`src/rtl/vga_fb_scanout.sv`:
```
// VGA scan-out reader: 640x480@60 timing, rotated 2x-scaled frame-buffer reads,
// RGB332 -> RGB444 expansion, with hsync/vsync delay-matched to the colour path.
`timescale 1ns/1ps

module vga_fb_scanout #(
    parameter int H_ACTIVE = 640,
    parameter int H_FP     = 16,
    parameter int H_SYNC   = 96,
    parameter int H_BP     = 48,
    parameter int V_ACTIVE = 480,
    parameter int V_FP     = 10,
    parameter int V_SYNC   = 2,
    parameter int V_BP     = 33,
    parameter int FB_W     = 240,
    parameter int FB_H     = 320,
    parameter int ADDR_W   = 17,
    parameter int RD_LAT   = 1
) (
    input  logic              clk,
    input  logic              rst,
    output logic              rd_en,
    output logic [ADDR_W-1:0] rd_addr,
    input  logic [7:0]        rd_data,
    output logic              hsync,
    output logic              vsync,
    output logic [3:0]        red,
    output logic [3:0]        green,
    output logic [3:0]        blue,
    output logic [9:0]        hc,
    output logic [9:0]        vc,
    output logic              vblank,
    output logic              frame_done
);

    localparam int HT = H_ACTIVE + H_FP + H_SYNC + H_BP;
    localparam int VT = V_ACTIVE + V_FP + V_SYNC + V_BP;
    localparam int L  = RD_LAT + 2;

    localparam logic [9:0] HT_LAST = 10'(HT - 1);
    localparam logic [9:0] VT_LAST = 10'(VT - 1);
    localparam logic [9:0] H_ACT   = 10'(H_ACTIVE);
    localparam logic [9:0] V_ACT   = 10'(V_ACTIVE);
    localparam logic [9:0] HS_BEG  = 10'(H_ACTIVE + H_FP);
    localparam logic [9:0] HS_END  = 10'(H_ACTIVE + H_FP + H_SYNC);
    localparam logic [9:0] VS_BEG  = 10'(V_ACTIVE + V_FP);
    localparam logic [9:0] VS_END  = 10'(V_ACTIVE + V_FP + V_SYNC);
    localparam logic [9:0] FB_W_L  = 10'(FB_W);
    localparam logic [9:0] FB_H_L  = 10'(FB_H);

    // Stage 0: raster counters
    logic [9:0] hc_q, hc_d;
    logic [9:0] vc_q, vc_d;

    // Stage A: read request
    logic              rd_en_q, rd_en_d;
    logic [ADDR_W-1:0] rd_addr_q, rd_addr_d;

    // Delay lines and stage O
    logic [RD_LAT-1:0] act_pipe_q, act_pipe_d;
    logic [L-1:0]      hs_pipe_q, hs_pipe_d;
    logic [L-1:0]      vs_pipe_q, vs_pipe_d;
    logic [3:0]        red_q, red_d;
    logic [3:0]        green_q, green_d;
    logic [3:0]        blue_q, blue_d;

    logic              pix_active;
    logic              in_fb;
    logic              hs_raw;
    logic              vs_raw;
    logic              act_at_data;
    logic [ADDR_W-1:0] y_ext;
    logic [ADDR_W-1:0] row_base;
    logic [ADDR_W-1:0] xpos;

    always_comb begin
        // NOTE: every _d is given a default before any branch, so no path can infer a latch.
        hc_d = hc_q + 10'd1;
        vc_d = vc_q;
        if (hc_q == HT_LAST) begin
            hc_d = '0;
            vc_d = (vc_q == VT_LAST) ? '0 : vc_q + 10'd1;
        end
    end

    // Screen x walks the buffer's rows; screen y walks its columns right-to-left.
    always_comb begin
        y_ext    = ADDR_W'(hc_q[9:1]);
        row_base = (y_ext << 8) - (y_ext << 4);
        xpos     = ADDR_W'(FB_W - 1) - ADDR_W'(vc_q[9:1]);
        // Guards against a timing/buffer parameter mismatch ever addressing past the buffer.
        in_fb      = ({1'b0, hc_q[9:1]} < FB_H_L) && ({1'b0, vc_q[9:1]} < FB_W_L);
        pix_active = (hc_q < H_ACT) && (vc_q < V_ACT) && in_fb;

        rd_en_d   = pix_active;
        rd_addr_d = pix_active ? (row_base + xpos) : rd_addr_q;
    end

    always_comb begin
        hs_raw = !((hc_q >= HS_BEG) && (hc_q < HS_END));
        vs_raw = !((vc_q >= VS_BEG) && (vc_q < VS_END));

        hs_pipe_d  = L'({hs_pipe_q, hs_raw});
        vs_pipe_d  = L'({vs_pipe_q, vs_raw});
        act_pipe_d = RD_LAT'({act_pipe_q, rd_en_q});
    end

    // The active flag leaves the delay line in the same clock rd_data is valid.
    assign act_at_data = act_pipe_q[RD_LAT-1];

    always_comb begin
        red_d   = '0;
        green_d = '0;
        blue_d  = '0;
        if (act_at_data) begin
            red_d   = {rd_data[7:5], rd_data[7]};
            green_d = {rd_data[4:2], rd_data[4]};
            blue_d  = {rd_data[1:0], rd_data[1:0]};
        end
    end

    // NOTE: the delay lines are reset too, otherwise pre-reset colour or sync could leak out after release.
    always_ff @(posedge clk or negedge rst) begin
        if (!rst) begin
            hc_q       <= '0;
            vc_q       <= '0;
            rd_en_q    <= 1'b0;
            rd_addr_q  <= '0;
            act_pipe_q <= '0;
            hs_pipe_q  <= '1;
            vs_pipe_q  <= '1;
            red_q      <= '0;
            green_q    <= '0;
            blue_q     <= '0;
        end else begin
            // NOTE: non-blocking so every stage samples the previous stage's old value.
            hc_q       <= hc_d;
            vc_q       <= vc_d;
            rd_en_q    <= rd_en_d;
            rd_addr_q  <= rd_addr_d;
            act_pipe_q <= act_pipe_d;
            hs_pipe_q  <= hs_pipe_d;
            vs_pipe_q  <= vs_pipe_d;
            red_q      <= red_d;
            green_q    <= green_d;
            blue_q     <= blue_d;
        end
    end

    assign rd_en      = rd_en_q;
    assign rd_addr    = rd_addr_q;
    assign hsync      = hs_pipe_q[L-1];
    assign vsync      = vs_pipe_q[L-1];
    assign red        = red_q;
    assign green      = green_q;
    assign blue       = blue_q;
    assign hc         = hc_q;
    assign vc         = vc_q;
    assign vblank     = (vc_q >= V_ACT);
    assign frame_done = (hc_q == HT_LAST) && (vc_q == VT_LAST);

endmodule

```
`config.mk`:
```
export PLATFORM = sky130hd
export DESIGN_NAME = vga_fb_scanout
export DESIGN_NICKNAME = d
export VERILOG_FILES = /design/src/rtl/vga_fb_scanout.sv
export SDC_FILE = /design/constraint.sdc
export NUM_CORES = 1
export LEC_CHECK = 0
export CORE_ASPECT_RATIO = 0.9
export CORE_MARGIN = 3
export CORE_UTILIZATION = 30
export CTS_BUF_LIST = sky130_fd_sc_hd__clkbuf_4
export DETAILED_ROUTE_END_ITERATION = 6
export PLACE_DENSITY = 0.6
export SKIP_LAST_GASP = 1
export SYNTH_ARGS = -nofsm -noshare
export SYNTH_HDL_FRONTEND = slang
export SYNTH_SLANG_ARGS = --single-unit
```
`constraint.sdc`:
```
create_clock -name clk -period 3.35 [get_ports clk]
set_input_delay 0.335 -clock clk [delete_from_list [all_inputs] [get_ports clk]]
set_output_delay 0.335 -clock clk [all_outputs]
set_load 0.005 [all_outputs]
```
Word-level counts from Yosys, hierarchy flattened
Index checks and enable logic that the tools add are counted.
{ "word_totals": {"latch_bits": 0, "mem_bits_ro": 0, "word_cells": 39, "mem_count": 0, "regBits": 57, "ram_bits": 0, "input_bits": 10} }
{ "classes": {"add_sub_neg": 5, "n_bitwise": 0, "reduce_logical": 8, "magnitude_cmp": 9, "n_shift": 0, "mul": 0, "n_eq_ne": 2, "n_div": 0, "muxes": 5} }
{ "ops": {"columns": ["op", "count"], "rows": [
  ["adder 10 x 1 -> 10 bit (second input constant)", 2],
  ["equality test 10 bit (second input constant)", 2],
  [">= comparator 10 x 9 -> 1 bit (second input constant)", 2],
  ["< comparator 10 bit (second input constant)", 2],
  ["< comparator 10 x 9 -> 1 bit (second input constant)", 2],
  ["2-to-1 mux 10 bit", 2],
  ["adder 17 bit", 1],
  ["subtractor 17 x 13 -> 17 bit", 1],
  ["2-to-1 mux 4 bit", 3],
  [">= comparator 10 bit (second input constant)", 1],
  ["subtractor 8 x 9 -> 10 bit (first input constant)", 1],
  ["< comparator 9 x 8 -> 1 bit (second input constant)", 1],
  ["< comparator 9 bit (second input constant)", 1],
  ["logical AND 1 bit", 6],
  ["logical NOT 1 bit", 2]
]} }

Depth between registers and ports, before layout
Gate-level depths: netlist (run 1).
{ "logic_depth": {"ltp_word": 3, "mapped_depth": 12, "mapped_depth_nobuf": 11} }

Worst setup path before layout (run 1)
No wires, ideal clock.
{ "synth_path": {"path_kind": "register -> register", "startpoint": "register vc_q[7] (netlist: vc[7])", "endpoint": "register rd_addr_q[15] (netlist: rd_addr[15])", "t_required_ns": 3.281, "setup_ns": 0.069, "n_path_buf": 1, "period_less_slack_ns": 3.138, "path_slack_ns": 0.212, "arrival_ns": 3.069, "stages_incl_launch_ff": 12, "cell_sequence": "dfrtp_1 > a41oi_1 > fa_1 > inv_1 > ha_1 > clkbuf_1 > and4_1 > nand3_1 > o31ai_1 > a21oi_1 > or4_1 > nand3_1"} }
{ "synth_between": {"elab_chain_cells": 3, "elab_cells_between_ends": 7, "classes_between": "2 x add/sub; 2 x order compare; 3 x reduce/logical"} }
{ "synth_rtl": {"columns": ["element", "line_no", "rtl"], "rows": [
  ["start: declaration", "52", "logic [9:0] vc_q, vc_d;"],
  ["start signal: assignment", "137", "vc_q <= vc_d;"],
  ["parallel branches: the longest is 3 deep, another holds adder 17 bit", null, null],
  ["end signal: assignment", "139", "rd_addr_q <= rd_addr_d;"],
  ["end: declaration", "56", "logic [ADDR_W-1:0] rd_addr_q, rd_addr_d;"]
]} }
Parallel ways; which one is timed is not known.
A chain may end at the register's enable or synchronous reset.

Final worst setup path (run 1)
{ "layout_path": {"startpoint": "register vc_q[6] (netlist: vc[6])", "endpoint": "register rd_addr_q[15] (netlist: rd_addr[15])"} }
The elaborated chain is that of the path after synthesis.

==> flow_summary.yaml, run 1 <==
run:
  maxCapViolCount: 0
final_layout:
  nFillCells: 1065
  areaGrowthSynthToFinish_pct: 25.24
  nets: 446
  post-route-util: 0.3927
  area.sequential_sq_um: 1339
  n_antenna_cell: 0
  multiInputGateArea_sq_um: 1759
  final_cells: 531
  drive_above_1_share: 0.08209
clock_tree:
  cts_num_sinks: 53
  cts_tree: "built"
  clock-root-buffer: "clkbuf_4"
  cts_made_buffers: 5
  clk_pin_slew_ns: 0.15
  cts_buffer_depth: 2
  clk-insertion-delay-late_ns: 0.37
  cts.htree.levels: 2
floorplanning:
  fp.dieW_um: 116.3
  fp-row-count: 35
  core_area_sq_um: 10470
  initial_core_util: 0.3136
  die_area_sq_um: 12230
  fp.dieH_um: 105.2
  io_pins: 64
route:
  wl_per_cell_um: 13.62
  vias: 2610
  route.detailed.drc: 0
  avgViaCountPerCell: 4.915
  firstDrtPassIters: 4
  wirelength_um: 7233
  final_antenna_net_count: 0
  drt_iter0_drc: 128
global_routing:
  grt_usage: 0.1251
  grt_max_degree: 35
  grt_pass1_wl_um: 12670
  first_global_vias: 2559
  overflow: 0
  antenna_found_initial: 0
yosys:
  yosysMostFrequentCell: "dfrtp_1"
  synth_area_per_cell_sq_um: 9.681
  synthTopCellsByCount: "dfrtp_1 (47), o21ai_0 (35), nand2_1 (34)"
  yosysTopAreaCell: "dfrtp_1"
  synth.top_cell.area_share: 0.3584
  synth_enable_flop_cells: 0
  synth_area_leaders: "dfrtp_1 (36%), ha_1 (11%), o21ai_0 (5.3%), dfstp_2 (4.8%), xnor2_1 (4.0%)"
  syn_inst: 339
  ys_seq_elements: 53
  ys_warn_count: 0
  syn_nets: 384
  syn-cell-area_sq_um: 3282
  synthFlopType: "dfrtp_1"
  synthArstFlopShare: 1.000
  ys_types: 53
  ys_seq_area_frac: 0.4064
sta:
  relSlewSlack: 0.5080
  hold_viol: 0
  tns_ns: 0
  setup_viol: 0
  period_needed_ns: 3.156
  slew_violations: 0
  worst_hold_slack_ns: 0.006988
  finClkSkew_ns: 0.008646
  fin_ws_ns: 0.1938
  fin_crit_sh: 0.9421
  fmax_mhz: 316.8
  tightest_slew_ns: 0.7380
power_and_ir_drop:
  power.density_nw_per_um2: 236.7
  peakVddDrop_mv: 0.1049
  p_leak_uw: 0.001753
place:
  post-dp-hpwl_um: 5595
  port_buffers: 63
  dp_slack_ns: 0.08667
  gp_congestion: 0.8412
  placed_cells: 521
setup_path:
  worstPathRequired_ns: 3.66
  end_kind: "register"
  cp-start-kind: "register"
  worstPathArrival_ns: 3.47
  worstSetupPathType: "reg2reg"
  path_max_fanout: 7
worst_hold_path:
  hp-class: "in2async"
status:
  status: "completed"
report_power, final:
part	switching [uW]	internal (uW)	total (uW)
Sequential	1.64	645	647
Clock	204	80.3	285
Combinational	17.8	23.7	41.5
Total	224	749	973
kinds of logic (layout without fill, tap and decap cells):
| kind of cell | count (synthesis) | in the layout | synth area share |
|---|---|---|---|
| AO/OA/AOI/OAI | 82 | 82 | 0.1685 |
| multiplexers | 2 | 2 | 0.006481 |
| XOR/XNOR | 23 | 23 | 0.06138 |
| AND/OR/NAND/NOR | 98 | 98 | 0.1517 |
| buffers and inverters | 46 | 109 | 0.06062 |
| adder cells (fa/ha/maj) | 35 | 35 | 0.1449 |
| flip-flops | 53 | 53 | 0.4064 |
path summary, 6_finish.rpt:
check                        startpoint           end  slack, ns  depth (start not counted)
min                                 rst    rd_addr[3]      0.007                          1
max reg2reg                       vc[6]   rd_addr[15]       0.19                         11
min reg2reg                vs_pipe_q[0]  vs_pipe_q[1]       0.37                          0
max in group asynchronous           rst  hs_pipe_q[2]       2.53                          2
max                               vc[6]   rd_addr[15]       0.19                         11
min in group clk           vs_pipe_q[0]  vs_pipe_q[1]       0.37                          0
sequential cells by signal (all words and copies together), names as in the netlist:
name and cells:
rd_addr 17, hs_pipe_q 3, blue 2, act_at_data 1
hc 10, green 3, rd_en 1, vc 10
vs_pipe_q 3, red 3
layout make-up:
| class | instances | share of cell area |
|---|---|---|
| inverter | 32 | 0.02922 |
| timing repair buffer | 69 | 0.1644 |
| clock buffer | 5 | 0.009132 |
| tap | 129 | 0.03927 |
| multi-input combinational | 240 | 0.4280 |
| sequential | 53 | 0.3257 |
| clock inverter | 3 | 0.004262 |
cell usage in the layout, fill, tap and decap left out, drive strengths merged, types with 3 or more instances in the layout:
cell / Yosys / routed
clkdlybuf4s50: 0 / 62
dfrtp: 47 / 47
o21ai: 37 / 37
nand2: 34 / 34
inv: 32 / 32
ha: 30 / 30
nor2: 15 / 15
xnor2: 15 / 15
and2: 11 / 11
nand3: 10 / 10
nand4: 8 / 8
xor2: 8 / 8
a21oi: 8 / 8
a21o: 6 / 6
dfstp: 6 / 6
buf: 6 / 6
fa: 5 / 5
clkbuf: 8 / 5
o31ai: 4 / 4
o21bai: 4 / 4
a41oi: 3 / 3
nor2b: 3 / 3
a211oi: 3 / 3
o21a: 3 / 3
clkinv: 0 / 3
layer usage:
layer,share of wire,vias to the layer above,GRT usage
li1,-,1298,-
met5,0,-,0
met3,0.058,6,0.02641
met2,0.41,64,0.1781
met1,0.52,1242,0.1916
met4,0.011,0,0.03065
stage by stage:
| stage | instance area, sq um | power [uW] |
|---|---|---|
| finish | 4110 | 973.0 |
| detailed placement | 4020 | 701.8 |
| global route | 4110 | 1023 |
| floorplan | 3282 | 666.6 |
| CTS | 4075 | 992.9 |
| global placement | 4020 | 701.3 |
worst max-delay path: stages (launching register included):
cell	delay, ns
dfrtp_2	0.45
ha_1	0.25
nand3_1	0.14
xnor2_2	0.18
fa_1	0.45
ha_2	0.39
and4_1	0.22
nand3_1	0.09
o31ai_1	0.27
a21oi_1	0.12
or4_1	0.43
nand3_1	0.10
what timing repair did:
action,in CTS,in global routing
setup buffers,0,2
gates resized for setup,0,6
hold buffers,0,0
setup endpoints to repair,0,2
(Power assumes the default switching activity.)
==> run 2: changes to the inputs <==
--- a/config.mk
+++ b/config.mk
@@ -8,7 +8,7 @@
 export CORE_ASPECT_RATIO = 0.9
 export CORE_MARGIN = 3
 export CORE_UTILIZATION = 30
-export CTS_BUF_LIST = sky130_fd_sc_hd__clkbuf_4
+export CTS_BUF_LIST = sky130_fd_sc_hd__clkbuf_8
 export DETAILED_ROUTE_END_ITERATION = 6
 export PLACE_DENSITY = 0.6
 export SKIP_LAST_GASP = 1
==> run 2 against run 1 <==
Compared with the run above: combinational power hardly changed; design area is 0.97% higher; die area stayed put; via count is 0.11% lower; global-route usage hardly changed.
==> flow_summary.yaml, run 2 (synthesis results as in run 1) <==
status:
  status: "completed"
sta:
  rsz0062_at_grt: "false"
  tns_ns: 0
  slew_violations: 0
  fin_ws_ns: 0.1774
  relSlewSlack: 0.5112
  fin_crit_sh: 0.9471
  setup_viol: 0
  hold_viol: 0
  period_needed_ns: 3.173
  tightest_slew_ns: 0.7332
  fmax_mhz: 315.2
  finClkSkew_ns: 0.007979
setup_path:
  crit_top_cell: "nand3_1"
  cp_num_buf_inv: 0
  cp-start-kind: "register"
  critical-path-top-delay-family: "adder cells"
  cp.depth: 11
  worstPathArrival_ns: 3.41
  slowest_delay_ns: 0.45
  worstSetupPathType: "reg2reg"
  path_max_fanout: 7
  end_kind: "register"
  worst-r2r-cell-count: 11
  worstPathRequired_ns: 3.59
  crit_path_top_delay_cell: "fa_1"
  cp_cell_sequence: "ha_1 -> nand3_1 -> xnor2_2 -> fa_1 -> ha_2 -> and4_1 -> nand3_1 -> o31ai_1 -> a21oi_1 -> or4_1 -> nand3_1"
clock_tree:
  cts_buffer_depth: 2
  clk_pin_slew_ns: 0.10
  cts.htree.levels: 2
  hold_buffers: 0
  cts_tree: "built"
  clock-root-buffer: "clkbuf_8"
  clk-insertion-delay-late_ns: 0.31
  cts_num_sinks: 53
  cts_made_buffers: 5
place:
  dpl_cell_area_sq_um: 4020
  gp_congestion: 0.8412
  port_buffers: 63
  placed_cells: 521
  dp_slack_ns: 0.08667
  post-dp-hpwl_um: 5595
power_and_ir_drop:
  peakVddDrop_mv: 0.1451
  p_leak_uw: 0.001773
  power_uw: 1070
  power.density_nw_per_um2: 257.9
floorplanning:
  fp.dieH_um: 105.2
  die_area_sq_um: 12230
  io_pins: 64
  fp-row-count: 35
  initial_core_util: 0.3136
  core_area_sq_um: 10470
  fp.dieW_um: 116.3
run:
  maxCapViolCount: 0
global_routing:
  antenna_found_initial: 0
  grt_pass1_wl_um: 12660
  grt_max_degree: 35
  first_global_vias: 2578
  overflow: 0
  grt_usage: 0.1250
final_layout:
  areaGrowthSynthToFinish_pct: 26.46
  drive_above_1_share: 0.08209
  n_antenna_cell: 0
  fin_area_sq_um: 4150
  nets: 446
  final_cells: 531
  multiInputGateArea_sq_um: 1759
  nFillCells: 1052
  largest_register_ffs: 17
  layout_commonest_cell: "clkdlybuf4s50_1"
  area.sequential_sq_um: 1338
  final_cell_mix: "clkdlybuf4s50_1 (62), dfrtp_1 (44), o21ai_0 (35), nand2_1 (34), inv_1 (32)"
route:
  final_antenna_net_count: 0
  wl_per_cell_um: 13.67
  firstDrtPassIters: 4
  route.detailed.drc: 0
  wirelength_um: 7259
  drt_iter0_drc: 116
  vias: 2607
  avgViaCountPerCell: 4.910
worst_hold_path:
  hp-class: "in2async"
## run 2: cell types whose count changed in the layout (fill, tap and decap cells not counted)
cell / delta
clkbuf_4: -5
clkbuf_8: +6
clkinv_1: -1
dfrtp_1: +1
dfrtp_2: -1
## run 2: per-stage QoR
step	hold WS [ns]	utilization
after global placement	0.3455	0.3841
after floorplan	0.03941	-
final	0.08243	0.3965
after CTS	0.1012	0.3933
after detailed placement	0.3489	0.3841
after global routing	0.1321	0.3965
## run 2: repair_timing
item	4_1_cts	5_1_grt
gates resized for setup	0	5
setup buffers	0	2
endpoints found under the setup margin	0	2
## run 2: where the power goes
| group | internal (uW) | switching (uW) | leakage, uW | total (uW) |
|---|---|---|---|---|
| clock | 168 | 215 | 0.0000512 | 383 |
| combinational | 23.7 | 17.7 | 0.00110 | 41.4 |
| sequential | 644 | 1.64 | 0.000619 | 646 |
| total | 836 | 234 | 0.00177 | 1070 |
## run 2: cell type report
class | instances | share of cell area
Multi-Input combinational cell | 240 | 0.4239
Sequential cell | 53 | 0.3223
Timing Repair Buffer | 69 | 0.1628
Tap cell | 129 | 0.03889
Inverter | 32 | 0.02894
Clock buffer | 6 | 0.01990
Clock inverter | 2 | 0.003316
## run 2: per-layer routing
| metal | GRT usage | part of all wire |
|---|---|---|
| met3 | 0.02755 | 0.053 |
| met5 | 0 | 0 |
| met4 | 0.03231 | 0.012 |
| met2 | 0.1793 | 0.42 |
| met1 | 0.1887 | 0.52 |
## run 2: path summary, 6_finish.rpt
kind                                   start      endpoint  slack, ns
worst min register to register  vs_pipe_q[0]  vs_pipe_q[1]       0.36
max in group asynchronous                rst  hs_pipe_q[2]       2.46
min in group clk                vs_pipe_q[0]  vs_pipe_q[1]       0.36
worst max register to register         vc[6]   rd_addr[15]       0.18
worst max-delay path                   vc[6]   rd_addr[15]       0.18
worst min-delay path                     rst    rd_addr[3]       0.08
==> run 3: changes to the inputs <==
--- a/config.mk
+++ b/config.mk
@@ -8,7 +8,6 @@
 export CORE_ASPECT_RATIO = 0.9
 export CORE_MARGIN = 3
 export CORE_UTILIZATION = 30
-export CTS_BUF_LIST = sky130_fd_sc_hd__clkbuf_8
 export DETAILED_ROUTE_END_ITERATION = 6
 export PLACE_DENSITY = 0.6
 export SKIP_LAST_GASP = 1
==> run 3 against run 2 <==
Compared with the run above: fmax increased by 0.91%; largest power group unchanged; critical path depth unchanged; sequential share of layout area decreased by 0.30 points.
==> flow_summary.yaml, run 3 (synthesis results as in run 1) <==
global_routing:
  grt_usage: 0.1259
  grt_max_degree: 35
  antenna_found_initial: 0
  first_global_vias: 2571
  overflow: 0
  grt_pass1_wl_um: 12730
final_layout:
  drive_above_1_share: 0.08250
  nFillCells: 1053
  nets: 444
  layout_commonest_cell: "clkdlybuf4s50_1"
  largest_register_ffs: 17
  final_cells: 529
  n_antenna_cell: 0
  final_cell_mix: "clkdlybuf4s50_1 (62), dfrtp_1 (44), o21ai_0 (35), nand2_1 (34), inv_1 (32)"
  areaGrowthSynthToFinish_pct: 27.64
clock_tree:
  hold_buffers: 0
  cts_buffer_depth: 2
  cts.htree.levels: 2
  clk-insertion-delay-late_ns: 0.29
  cts_num_sinks: 53
  cts_made_buffers: 5
  clk_pin_slew_ns: 0.07
  cts_tree: "built"
  clock-root-buffer: "clkbuf_16"
route:
  final_antenna_net_count: 0
  wirelength_um: 7294
  wl_per_cell_um: 13.79
  drt_iter0_drc: 107
  avgViaCountPerCell: 4.926
  vias: 2606
  route.detailed.drc: 0
  firstDrtPassIters: 4
place:
  port_buffers: 63
  gp_congestion: 0.8412
  post-dp-hpwl_um: 5595
  placed_cells: 521
  dp_slack_ns: 0.08667
power_and_ir_drop:
  p_leak_uw: 0.001768
  power.density_nw_per_um2: 290.4
  peakVddDrop_mv: 0.1987
  power_uw: 1217
floorplanning:
  core_area_sq_um: 10470
  initial_core_util: 0.3136
  io_pins: 64
  fp-row-count: 35
  fp.dieW_um: 116.3
  fp.dieH_um: 105.2
  die_area_sq_um: 12230
sta:
  tightest_slew_ns: 0.7899
  hold_viol: 0
  setup_viol: 0
  relSlewSlack: 0.4694
  slew_violations: 0
  worst_hold_slack_ns: 0.1046
  fin_crit_sh: 0.9385
  period_needed_ns: 3.144
  tns_ns: 0
  finClkSkew_ns: 0.005695
  fin_ws_ns: 0.2059
  fmax_mhz: 318.1
  rsz0062_at_grt: "false"
setup_path:
  path_max_fanout: 9
  worstSetupPathType: "reg2reg"
  cp-start-kind: "register"
  worstPathRequired_ns: 3.57
  worstPathArrival_ns: 3.37
  end_kind: "register"
worst_hold_path:
  hp-class: "in2async"
run:
  maxCapViolCount: 0
status:
  status: "completed"
[run 3: report_power, final]
group / leakage, uW / internal, uW / switching [uW] / total [uW]
Combinational: 0.00107 / 23.7 / 17.7 / 41.4
Clock: 0.0000768 / 298 / 231 / 529
Sequential: 0.000619 / 645 / 1.64 / 646
[run 3: per-stage QoR]
step / instance area (sq um) / utilization
2_1_floorplan: 3282 / -
3_3_place_gp: 4020 / 0.3841
3_5_place_dp: 4020 / 0.3841
4_1_cts: 4173 / 0.3987
5_1_grt: 4189 / 0.4002
6_report: 4189 / 0.4002
[run 3: worst max-delay path, cell delays in order, from the launching register on]
cell,delay [ns]
dfrtp_2,0.45
ha_2,0.25
nand3_1,0.13
xnor2_2,0.19
fa_1,0.44
ha_2,0.39
and4_1,0.22
nand3_1,0.09
o31ai_1,0.26
a21oi_1,0.12
or4_1,0.43
nand3_1,0.10
[run 3: area by class of cell]
cell class | count | area [sq um] | area share
clock inverter | 2 | 13.76 | 0.003286
clock buffer | 6 | 138.9 | 0.03315
tap | 129 | 161.4 | 0.03853
timing repair buffer | 67 | 655.6 | 0.1565
sequential | 53 | 1338 | 0.3193
multi-input combinational | 240 | 1762 | 0.4205
inverter | 32 | 120.1 | 0.02867
[run 3: layer usage]
metal  wire (um)  share of wire  up-vias  track usage
li1            -              -     1296            -
met1        3752           0.51     1234       0.1898
met2        3017           0.41       68       0.1801
met3         426          0.058        8      0.02928
met4          97          0.013        0      0.03231
met5           0              0        -            0
[run 3: worst paths after layout]
path	startpoint	to	slack, ns	depth (start not counted)
setup reg to reg	vc[5]	rd_addr[15]	0.21	11
max in group asynchronous	rst	hs_pipe_q[2]	2.44	2
hold / removal	rst	rd_addr[3]	0.10	1
setup / recovery	vc[5]	rd_addr[15]	0.21	11
hold reg to reg	vs_pipe_q[0]	vs_pipe_q[1]	0.36	0
min in group clk	vs_pipe_q[0]	vs_pipe_q[1]	0.36	0
[run 3: repair_timing]
item / in CTS / in global routing
setup endpoints to repair: 0 / 2
buffers inserted: 0 / 0
hold endpoints to repair: 0 / 0
gates resized for setup: 0 / 6
